$ cat src/rtl/fetch_mem_arbiter_pkg.sv
// Shared types for the IF/MEM external memory arbiter.
// FSM states, grant encoding and default access length.
package fetch_mem_arbiter_pkg;

    typedef enum logic [1:0] {
        IDLE   = 2'd0,
        ACCESS = 2'd1,
        RESP   = 2'd2
    } state_t;

    typedef enum logic {
        GNT_IF  = 1'b0,
        GNT_MEM = 1'b1
    } grant_t;

    localparam int WAIT_CYCLES_DEF = 4;
    localparam int CNT_W           = 4;

endpackage

$ cat src/rtl/fetch_mem_arbiter_rr_grant2.sv
// Two-requester round-robin picker.
// On a tie the requester that was not granted last wins.
module rr_grant2
    import fetch_mem_arbiter_pkg::*;
(
    input  logic   req_if_i,
    input  logic   req_mem_i,
    input  grant_t last_i,
    output logic   valid_o,
    output grant_t gnt_o
);

    // Pick a single winner from the pending requests
    always_comb begin
        valid_o = req_if_i | req_mem_i;
        gnt_o   = GNT_IF;
        if (req_if_i && req_mem_i) begin
            gnt_o = (last_i == GNT_IF) ? GNT_MEM : GNT_IF;
        end else if (req_mem_i) begin
            gnt_o = GNT_MEM;
        end
    end

endmodule

$ cat src/rtl/fetch_mem_arbiter.sv
// Arbiter sharing one single-port external memory between IF and MEM.
// Fixed-length access followed by a one-cycle ready pulse.
module fetch_mem_arbiter
    import fetch_mem_arbiter_pkg::*;
#(
    parameter int ADDR_W      = 32,
    parameter int DATA_W      = 32,
    parameter int WAIT_CYCLES = WAIT_CYCLES_DEF
) (
    input  logic              clk,
    input  logic              rst,
    input  logic              if_req,
    input  logic [ADDR_W-1:0] if_addr,
    output logic [DATA_W-1:0] if_rdata,
    output logic              if_ready,
    input  logic              mem_rd_req,
    input  logic              mem_wr_req,
    input  logic [ADDR_W-1:0] mem_addr,
    input  logic [DATA_W-1:0] mem_wdata,
    output logic [DATA_W-1:0] mem_rdata,
    output logic              mem_ready,
    output logic              ext_en,
    output logic              ext_we,
    output logic [ADDR_W-1:0] ext_addr,
    output logic [DATA_W-1:0] ext_wdata,
    input  logic [DATA_W-1:0] ext_rdata,
    output logic              busy
);

    localparam logic [CNT_W-1:0] CNT_LAST = CNT_W'(WAIT_CYCLES - 1);

    state_t            state_q, state_d;
    logic [CNT_W-1:0]  cnt_q, cnt_d;
    grant_t            last_q, last_d;
    grant_t            gnt_q, gnt_d;
    logic              en_q, en_d;
    logic              we_q, we_d;
    logic [ADDR_W-1:0] addr_q, addr_d;
    logic [DATA_W-1:0] wdata_q, wdata_d;
    logic [DATA_W-1:0] if_rdata_q, if_rdata_d;
    logic [DATA_W-1:0] mem_rdata_q, mem_rdata_d;
    logic              if_rdy_q, if_rdy_d;
    logic              mem_rdy_q, mem_rdy_d;

    logic   pick_valid;
    grant_t pick;

    rr_grant2 u_rr (
        .req_if_i  (if_req),
        .req_mem_i (mem_rd_req | mem_wr_req),
        .last_i    (last_q),
        .valid_o   (pick_valid),
        .gnt_o     (pick)
    );

    // Next-state and registered-output logic for the access sequencer
    always_comb begin
        state_d     = state_q;
        cnt_d       = cnt_q;
        last_d      = last_q;
        gnt_d       = gnt_q;
        en_d        = en_q;
        we_d        = we_q;
        addr_d      = addr_q;
        wdata_d     = wdata_q;
        if_rdata_d  = if_rdata_q;
        mem_rdata_d = mem_rdata_q;
        if_rdy_d    = 1'b0;
        mem_rdy_d   = 1'b0;
        unique case (state_q)
            IDLE: begin
                if (pick_valid) begin
                    state_d = ACCESS;
                    cnt_d   = '0;
                    gnt_d   = pick;
                    last_d  = pick;
                    en_d    = 1'b1;
                    if (pick == GNT_MEM) begin
                        addr_d  = mem_addr;
                        wdata_d = mem_wdata;
                        we_d    = mem_wr_req;
                    end else begin
                        addr_d  = if_addr;
                        wdata_d = '0;
                        we_d    = 1'b0;
                    end
                end
            end
            ACCESS: begin
                cnt_d = cnt_q + 1'b1;
                if (cnt_q == CNT_LAST) begin
                    state_d = RESP;
                    cnt_d   = '0;
                    en_d    = 1'b0;
                    we_d    = 1'b0;
                    addr_d  = '0;
                    wdata_d = '0;
                    if (gnt_q == GNT_MEM) begin
                        mem_rdy_d = 1'b1;
                        if (!we_q) begin
                            mem_rdata_d = ext_rdata;
                        end
                    end else begin
                        if_rdy_d   = 1'b1;
                        if_rdata_d = ext_rdata;
                    end
                end
            end
            RESP: begin
                state_d = IDLE;
            end
            default: begin
                state_d = IDLE;
            end
        endcase
    end

    // State and output registers with synchronous reset
    always_ff @(posedge clk) begin
        if (rst) begin
            state_q     <= IDLE;
            cnt_q       <= '0;
            last_q      <= GNT_IF;
            gnt_q       <= GNT_IF;
            en_q        <= 1'b0;
            we_q        <= 1'b0;
            addr_q      <= '0;
            wdata_q     <= '0;
            if_rdata_q  <= '0;
            mem_rdata_q <= '0;
            if_rdy_q    <= 1'b0;
            mem_rdy_q   <= 1'b0;
        end else begin
            state_q     <= state_d;
            cnt_q       <= cnt_d;
            last_q      <= last_d;
            gnt_q       <= gnt_d;
            en_q        <= en_d;
            we_q        <= we_d;
            addr_q      <= addr_d;
            wdata_q     <= wdata_d;
            if_rdata_q  <= if_rdata_d;
            mem_rdata_q <= mem_rdata_d;
            if_rdy_q    <= if_rdy_d;
            mem_rdy_q   <= mem_rdy_d;
        end
    end

    assign if_rdata  = if_rdata_q;
    assign if_ready  = if_rdy_q;
    assign mem_rdata = mem_rdata_q;
    assign mem_ready = mem_rdy_q;
    assign ext_en    = en_q;
    assign ext_we    = we_q;
    assign ext_addr  = addr_q;
    assign ext_wdata = wdata_q;
    assign busy      = (state_q != IDLE);

endmodule
$ cat config.mk
export PLATFORM = sky130hd
export DESIGN_NAME = fetch_mem_arbiter
export DESIGN_NICKNAME = d
export VERILOG_FILES = /design/src/rtl/fetch_mem_arbiter_pkg.sv /design/src/rtl/fetch_mem_arbiter_rr_grant2.sv /design/src/rtl/fetch_mem_arbiter.sv
export SDC_FILE = /design/constraint.sdc
export NUM_CORES = 1
export LEC_CHECK = 0
export ABC_AREA = 1
export BUFFER_PORTS_ARGS = -buffer_cell sky130_fd_sc_hd__buf_2
export CORE_ASPECT_RATIO = 0.7
export CORE_MARGIN = 2
export CORE_UTILIZATION = 35
export DETAILED_ROUTE_END_ITERATION = 10
export PLACE_DENSITY = 0.66
export REMOVE_ABC_BUFFERS = 1
export SYNTH_ARGS = -nofsm -noshare
export SYNTH_HDL_FRONTEND = slang
export SYNTH_SLANG_ARGS = --single-unit
export TNS_END_PERCENT = 30
$ cat constraint.sdc
create_clock -name clk -period 3 [get_ports clk]
set_input_delay 0.15 -clock clk [delete_from_list [all_inputs] [get_ports clk]]
set_output_delay 0.15 -clock clk [all_outputs]
set_load 0.01 [all_outputs]
==> results of run 1 <==
-- worst paths after layout --
kind,startpoint,end,slack [ns],cells after the start
hold / removal,mem_wdata[26],ext_wdata[26]$_SDFFE_PP0P_,0.02,3
hold reg to reg,ext_en$_SDFFE_PP0P_,ext_en$_SDFFE_PP0P_,0.46,2
setup reg to reg,cnt_q[0]$_SDFFE_PP0P_,mem_rdata[5]$_SDFFE_PP0P_,1.13,7
setup / recovery,cnt_q[0]$_SDFFE_PP0P_,mem_rdata[5]$_SDFFE_PP0P_,1.13,7
-- cells in the mapped netlist --
cell | count | area [um2]
sky130_fd_sc_hd__nand3_2 | 1 | 10.0
sky130_fd_sc_hd__nor2_2 | 3 | 18.8
sky130_fd_sc_hd__buf_6 | 6 | 67.6
sky130_fd_sc_hd__ha_1 | 1 | 12.5
sky130_fd_sc_hd__buf_2 | 23 | 115
sky130_fd_sc_hd__nand3b_1 | 33 | 248
sky130_fd_sc_hd__nand2_1 | 111 | 417
sky130_fd_sc_hd__inv_2 | 5 | 18.8
sky130_fd_sc_hd__buf_4 | 4 | 30.0
sky130_fd_sc_hd__dfxtp_1 | 139 | 2780
sky130_fd_sc_hd__nor2_1 | 130 | 488
sky130_fd_sc_hd__a21oi_1 | 73 | 365
sky130_fd_sc_hd__clkbuf_1 | 20 | 75.1
sky130_fd_sc_hd__buf_1 | 12 | 45.0
sky130_fd_sc_hd__nor3_1 | 2 | 10.0
sky130_fd_sc_hd__nor2_4 | 3 | 33.8
sky130_fd_sc_hd__inv_1 | 73 | 274
sky130_fd_sc_hd__nand3_1 | 200 | 1000
sky130_fd_sc_hd__nand4_1 | 2 | 12.5
-- worst max-delay path, cell delays in order (launching register included) --
cell and delay, ns:
sky130_fd_sc_hd__dfxtp_1 0.38, sky130_fd_sc_hd__ha_1 0.24, sky130_fd_sc_hd__nand2_1 0.17, sky130_fd_sc_hd__nor2_4 0.13
sky130_fd_sc_hd__buf_4 0.49, sky130_fd_sc_hd__nand3_1 0.16, sky130_fd_sc_hd__nand2_1 0.10, sky130_fd_sc_hd__nor2_1 0.05
-- through the flow --
stage	area (um2)	hold WS, ns	util, %	cells
2_1_floorplan	5690	0.219	-	776
3_3_place_gp	7440	0.417	43.7	1286
3_5_place_dp	7440	0.423	43.7	1286
4_1_cts	8290	0.00174	48.7	1347
5_1_grt	8290	0.00949	48.7	1347
6_report	8290	0.0208	48.7	1347
-- sequential cells by signal (all words and copies together), names as in the netlist --
| name | cells |
|---|---|
| ext_addr | 32 |
| cnt_q | 4 |
| ext_we | 1 |
| ext_en | 1 |
| mem_ready | 1 |
| if_ready | 1 |
| mem_rdata | 32 |
| gnt_q | 1 |
| ext_wdata | 32 |
| if_rdata | 32 |
| state_q | 2 |
-- routing by layer --
metal	vias up	global-route usage (%)	part of all wire [%]	wire [um]
li1	3246	-	-	-
met1	2958	25.9	46	8700
met2	165	32.9	47	8880
met3	22	4.40	4.8	900
met4	0	6.85	1.4	264
met5	-	0	0	0
-- cell type report --
class                      count  share of cell area, %
multi-input combinational    559                   31.7
tap                          231                   3.49
inverter                      78                   3.53
timing repair buffer         308                   20.9
clock inverter                15                   1.60
clock buffer                  17                   5.13
sequential                   139                   33.6
-- cell families (layout without fill, tap and decap cells) --
group | Yosys count | count (layout)
fa+ha+maj | 1 | 1
compound gates | 73 | 73
simple gates | 485 | 485
flops | 139 | 139
buf+inv | 143 | 418
-- power by group through the flow --
stage	combinational [mW]	clock [mW]	sequential, mW
final	0.647	1.99	1.97
after CTS	0.649	2.05	1.97
after floorplan	0.289	0	2.04
after global routing	0.714	2.14	1.98
after detailed placement	0.617	0	2.01
after global placement	0.612	0	2.01
==> impl_metrics.csv, run 1 <==
group,metric,value,unit
route,drcViolationCount,0,
yosys,synthMuxAreaShare,0,%
cts,postCtsSetupBuffers,0,
worst_setup_path,setup_cp_type,"reg2reg",
yosys,synth_seq_area_share,46.2,%
grt,grt_start_max_net_pins,76,
power,power_switching_share,28.8,%
yosys,synth_top_family_by_area,"simple AND/OR/NAND/NOR gates",
cts,clockRootBuffer,"sky130_fd_sc_hd__clkbuf_16",
die,starting_density_of_the_core,35.4,%
placed_design,hpwl,12.4,mm
cts,tritoncts.num_buffers,17,
route,final_antenna_net_count,0,
run_status,outcome,"completed",
worst_setup_path,worst_setup_path_end_kind,"flop",
route,postRouteWirelength,18.7,mm
cts,worst_setup_hold_path_clk_slew,0.06,ns
sta,worst_slew_pin_slew,1.05,ns
grt,overflow_left_after_global_routing,0,
cts,htree_levels,4,
grt,antenna_found_initial,0,
yosys,syn-cell-area,6020,um2
route,detailedRoute.firstIterationViolations,287,
power,peakVddDrop,272,uV
grt,first_global_vias,5951,
route,via_per_inst,4.74,
cells_and_area,num-fill-cells,1739,
sta,headroom_to_the_max_slew_limit,30.2,%
yosys,synth_seq_cells,139,
power,comb_power_share,14.0,%
min_path,timing.hold.worst.class,"in2reg",
worst_setup_path,critPathRequiredTime,3.31,ns
sta,final.setup.tns,0,ns
power,leakagePower,4.08,nW
sta,hold_violations,0,
route,drt_pre_antenna_iters,5,
cts,tritoncts,"done",
sta,grt_setup_unrepaired,"no",
cts,postCtsHoldBufs,29,
worst_setup_path,worstPathMaxFanout,64,
route,route.vias.total,6391,
power,internal-power,3.28,mW
grt,grt_usage,19.9,%
power,netSwitchingPower,1.33,mW
cts,clock_sinks,139,
yosys,yosys.area_share.simple,37.2,%
cts,max-clock-path-buffers,2,
placed_design,dp_slack,1.13,ns
yosys,count_of_different_cell_masters_after_synthesis,19,
cells_and_area,number_of_nets_in_the_layout,1237,
route,routed_wire_length_per_instance,13.9,um
power,seq_power_share,42.7,%
cts,cts_repair_resize_count,0,
die,die_width,161,um
sta,period_needed,1.87,ns
cells_and_area,most_frequent_standard_cell_in_the_layout_excluding_fill_and_tap_cells,"sky130_fd_sc_hd__buf_2",
yosys,synth-xor-area-share,0,%
cells_and_area,seq_area,2780,um2
die,die_area,18300,um2
cts,worst_skew_pair.late_latency,0.42,ns
cells_and_area,n_antenna_cell,0,
worst_setup_path,worst_path_arrival,2.18,ns
sta,timing.final.max_slew_violations,0,
grt,global_route_wire_length_before_repair,29.7,mm
placed_design,finalWeightedCongestion,0.809,
yosys,post_synth_adder_cell_area,0.208,%
yosys,syn-mean-instance-area,7.16,um2
yosys,synth_compound_gate_area_share,6.06,%
sta,finalWorstSetupSlack,1.13,ns
power,total_power,4.61,mW
worst_setup_path,start_kind,"flop",
yosys,yosys_warnings,0,
run,drv.max_cap_violation_count,0,
sta,fin_skew,0.0166,ns
placed_design,io_buffers,265,
die,dieHeight,114,um
power,clkPwrFrac,43.2,%
cells_and_area,post_route_cells_drive_above_1_share,29.1,%
cells_and_area,multiInputGateArea,2630,um2
power,cellPowerDensity,556,nW/um2
cells_and_area,most-common-layout-cells,"sky130_fd_sc_hd__buf_2, sky130_fd_sc_hd__nand3_1, sky130_fd_sc_hd__dfxtp_1",
cells_and_area,syn2layout_area_growth,37.5,%
die,core,17000,um2
sta,fmaxAchievable,0.535,GHz
sta,setup_violations,0,
sta,min_period_over_period,62.3,%
die,num_rows,40,
yosys,post_synthesis_cell_count,841,
die,top_level_ports,266,
Power figures use the tool's default switching activity.
==> run 2, diff against run 1 <==
--- a/config.mk
+++ b/config.mk
@@ -5,7 +5,7 @@
 export SDC_FILE = /design/constraint.sdc
 export NUM_CORES = 1
 export LEC_CHECK = 0
-export ABC_AREA = 1
+export ABC_AREA = 0
 export BUFFER_PORTS_ARGS = -buffer_cell sky130_fd_sc_hd__buf_2
 export CORE_ASPECT_RATIO = 0.7
 export CORE_MARGIN = 2
==> constraint.sdc (replaced) <==
create_clock -name clk -period 1.86 [get_ports clk]
set_input_delay 0.093 -clock clk [delete_from_list [all_inputs] [get_ports clk]]
set_output_delay 0.093 -clock clk [all_outputs]
set_load 0.01 [all_outputs]
==> run 2 against run 1 <==
Die area is 0.67% lower. Critical path type unchanged. Highest routed layer unchanged. Maximum frequency is 3.2% higher. Sequential share of layout area is 4.7 points lower. Utilization is 9.7 points higher. Critical path depth is 1 lower. Global-route usage is 0.14 points higher.
==> impl_metrics.csv, run 2 <==
group,metric,value,unit
placed_design,finalWeightedCongestion,0.795,
cells_and_area,num-fill-cells,1374,
worst_setup_path,worstPathMaxFanout,8,
yosys,cell_taking_the_most_area_after_synthesis,"sky130_fd_sc_hd__dfxtp_1",
die,top_level_ports,266,
die,core,16500,um2
sta,fin_skew,0.00737,ns
sta,period_needed,1.81,ns
grt,grt_start_max_net_pins,83,
sta,worst_slew_pin_slew,0.484,ns
yosys,synth-edff-count,0,
power,leakagePower,4.41,nW
cts,worst_setup_hold_path_clk_slew,0.06,ns
power,total_power,8.29,mW
cells_and_area,syn2layout_area_growth,61.3,%
power,peakVddDrop,388,uV
yosys,syn-cell-area,5980,um2
sta,final.setup.tns,0,ns
placed_design,dp_slack,0.0389,ns
sta,headroom_to_the_max_slew_limit,67.4,%
cts,worst_skew_pair.late_latency,0.41,ns
min_path,timing.hold.worst.class,"in2reg",
grt,antenna_found_initial,0,
yosys,synth_compound_gate_area_share,13.8,%
worst_setup_path,critPathRequiredTime,2.20,ns
yosys,synth-xor-area-share,0,%
sta,timing.final.max_slew_violations,0,
yosys,synth_top_cells_by_count,"sky130_fd_sc_hd__dfxtp_1, sky130_fd_sc_hd__nand2b_1, sky130_fd_sc_hd__mux2i_1",
grt,overflow_left_after_global_routing,0,
yosys,cell_with_the_most_instances_after_synthesis,"sky130_fd_sc_hd__dfxtp_1",
die,die_area,18200,um2
yosys,synthDominantCellAreaShare,46.5,%
route,final_antenna_net_count,0,
placed_design,dp.cells,1047,
sta,finalWorstSetupSlack,0.0493,ns
yosys,yosys_warnings,0,
yosys,async_set_or_reset_flop_fraction_in_the_synthesized_netlist,0,%
cells_and_area,most_frequent_standard_cell_in_the_layout_excluding_fill_and_tap_cells,"sky130_fd_sc_hd__buf_2",
cells_and_area,post_route_cells_drive_above_1_share,34.1,%
die,num_rows,39,
yosys,post_synthesis_cell_count,598,
route,postRouteWirelength,19.6,mm
cts,clockRootBuffer,"sky130_fd_sc_hd__clkbuf_16",
cts,max-clock-path-buffers,2,
placed_design,post_dp_cell_area,7560,um2
die,die_width,160,um
route,drt_pre_antenna_iters,5,
cells_and_area,final-instance-count-excl-fill,1218,
yosys,synth_seq_cells,139,
die,starting_density_of_the_core,36.2,%
worst_setup_path,start_kind,"flop",
route,routed_wire_length_per_instance,16.1,um
route,detailedRoute.firstIterationViolations,461,
run_status,outcome,"completed",
placed_design,hpwl,10.9,mm
yosys,ys_top_cells_by_area,"sky130_fd_sc_hd__dfxtp_1, sky130_fd_sc_hd__mux2i_1, sky130_fd_sc_hd__nand2b_1",
cells_and_area,number_of_nets_in_the_layout,1114,
worst_setup_path,worst_setup_path_end_kind,"flop",
placed_design,io_buffers,265,
cts,clock_sinks,139,
yosys,synth_seq_area_share,46.5,%
power,cellPowerDensity,859,nW/um2
cells_and_area,most-common-layout-cells,"sky130_fd_sc_hd__buf_2, sky130_fd_sc_hd__dfxtp_1, sky130_fd_sc_hd__dlygate4sd3_1",
yosys,postSynth.topFlopCell,"sky130_fd_sc_hd__dfxtp_1",
yosys,post_synth_adder_cell_area,0.209,%
yosys,count_of_different_cell_masters_after_synthesis,35,
route,route.vias.total,6081,
sta,hold_ws,0.0349,ns
die,dieHeight,113,um
cells_and_area,post-route-cell-area,9650,um2
cts,tritoncts,"done",
sta,grt_setup_unrepaired,"yes",
sta,hold_violations,0,
yosys,synth_top_family_by_area,"simple AND/OR/NAND/NOR gates",
worst_setup_path,worst_path_arrival,2.15,ns
sta,fmaxAchievable,0.552,GHz
yosys,syn-mean-instance-area,10.0,um2
cts,htree_levels,4,
cells_and_area,n_antenna_cell,0,
cts,tritoncts.num_buffers,17,
sta,setup_violations,0,
grt,global_route_wire_length_before_repair,29.6,mm
yosys,yosys.area_share.simple,16.5,%
run,drv.max_cap_violation_count,0,
grt,grt_usage,20.0,%
grt,first_global_vias,5900,
route,via_per_inst,4.99,
cells_and_area,final_util,58.4,%
yosys,synthMuxAreaShare,16.1,%
sta,min_period_over_period,97.4,%
route,drcViolationCount,0,
worst_setup_path,setup_cp_type,"reg2reg",
[run 2: cell types whose count changed after synthesis, sizes merged, moves of 17 or more]
cell    delta
inv       -45
buf       -22
o221ai    +32
nand2b    +98
mux2i     +96
clkbuf    +17
nand3    -198
nand4     +30
o32ai     +32
nor2     -134
nand3b    -33
nand2    -106
a21oi     -35
[run 2: repair_timing]
action                     4_1_cts  5_1_grt
buffers inserted                 0        8
gates resized for setup          0        5
hold buffers                   127        0
hold endpoints to repair       126        0
setup endpoints to repair        0       38
[run 2: cells by family (layout without fill, tap and decap cells)]
kind of cell | after synthesis | after routing
DFF | 139 | 139
AOI/OAI and AO/OA | 113 | 114
muxes | 96 | 96
buffers and inverters | 93 | 487
and+or+nand+nor | 156 | 156
adders and majority gates | 1 | 1
[run 2: path summary, 6_finish.rpt]
| kind | startpoint | endpoint | slack (ns) | cells past startpoint |
|---|---|---|---|---|
| worst min-delay path | ext_rdata[13] | if_rdata[13]$_SDFFE_PP0P_ | 0.03 | 3 |
| worst max register to register | cnt_q[1]$_SDFFE_PP0P_ | if_rdata[5]$_SDFFE_PP0P_ | 0.05 | 6 |
| worst min register to register | if_rdata[0]$_SDFFE_PP0P_ | if_rdata[0]$_SDFFE_PP0P_ | 0.47 | 2 |
| worst max-delay path | cnt_q[1]$_SDFFE_PP0P_ | if_rdata[5]$_SDFFE_PP0P_ | 0.05 | 6 |
[run 2: final cells by class]
class                   instances  area (um2)  area share, %
repair buffers                422        2940           30.5
multi-input cells             367        2840           29.4
flip-flops and latches        139        2790           28.9
clock buffers                  18         439           4.55
well taps                     225         282           2.92
clock inverters                14         239           2.48
inverters                      33         124           1.28
[run 2: per-layer routing]
| layer | vias up | part of all wire, % | GRT usage (%) |
|---|---|---|---|
| met3 | 41 | 6.7 | 5.71 |
| met1 | 2840 | 45 | 25.1 |
| met2 | 265 | 46 | 33.4 |
| met4 | 0 | 2.2 | 7.03 |
| li1 | 2935 | - | - |
| met5 | - | 0 | 0 |
[run 2: worst max-delay path, stage by stage (launching register included)]
cell and delay (ns):
sky130_fd_sc_hd__dfxtp_1 0.36, sky130_fd_sc_hd__ha_2 0.22, sky130_fd_sc_hd__or3b_4 0.42, sky130_fd_sc_hd__nor3_4 0.22, sky130_fd_sc_hd__buf_4 0.16, sky130_fd_sc_hd__buf_6 0.17, sky130_fd_sc_hd__mux2i_1 0.19
[run 2: report_power, final]
group | total [mW] | internal [mW] | switching [mW]
Sequential | 3.18 | 3.11 | 0.0718
Combinational | 1.23 | 0.634 | 0.599
Clock | 3.88 | 2.56 | 1.32
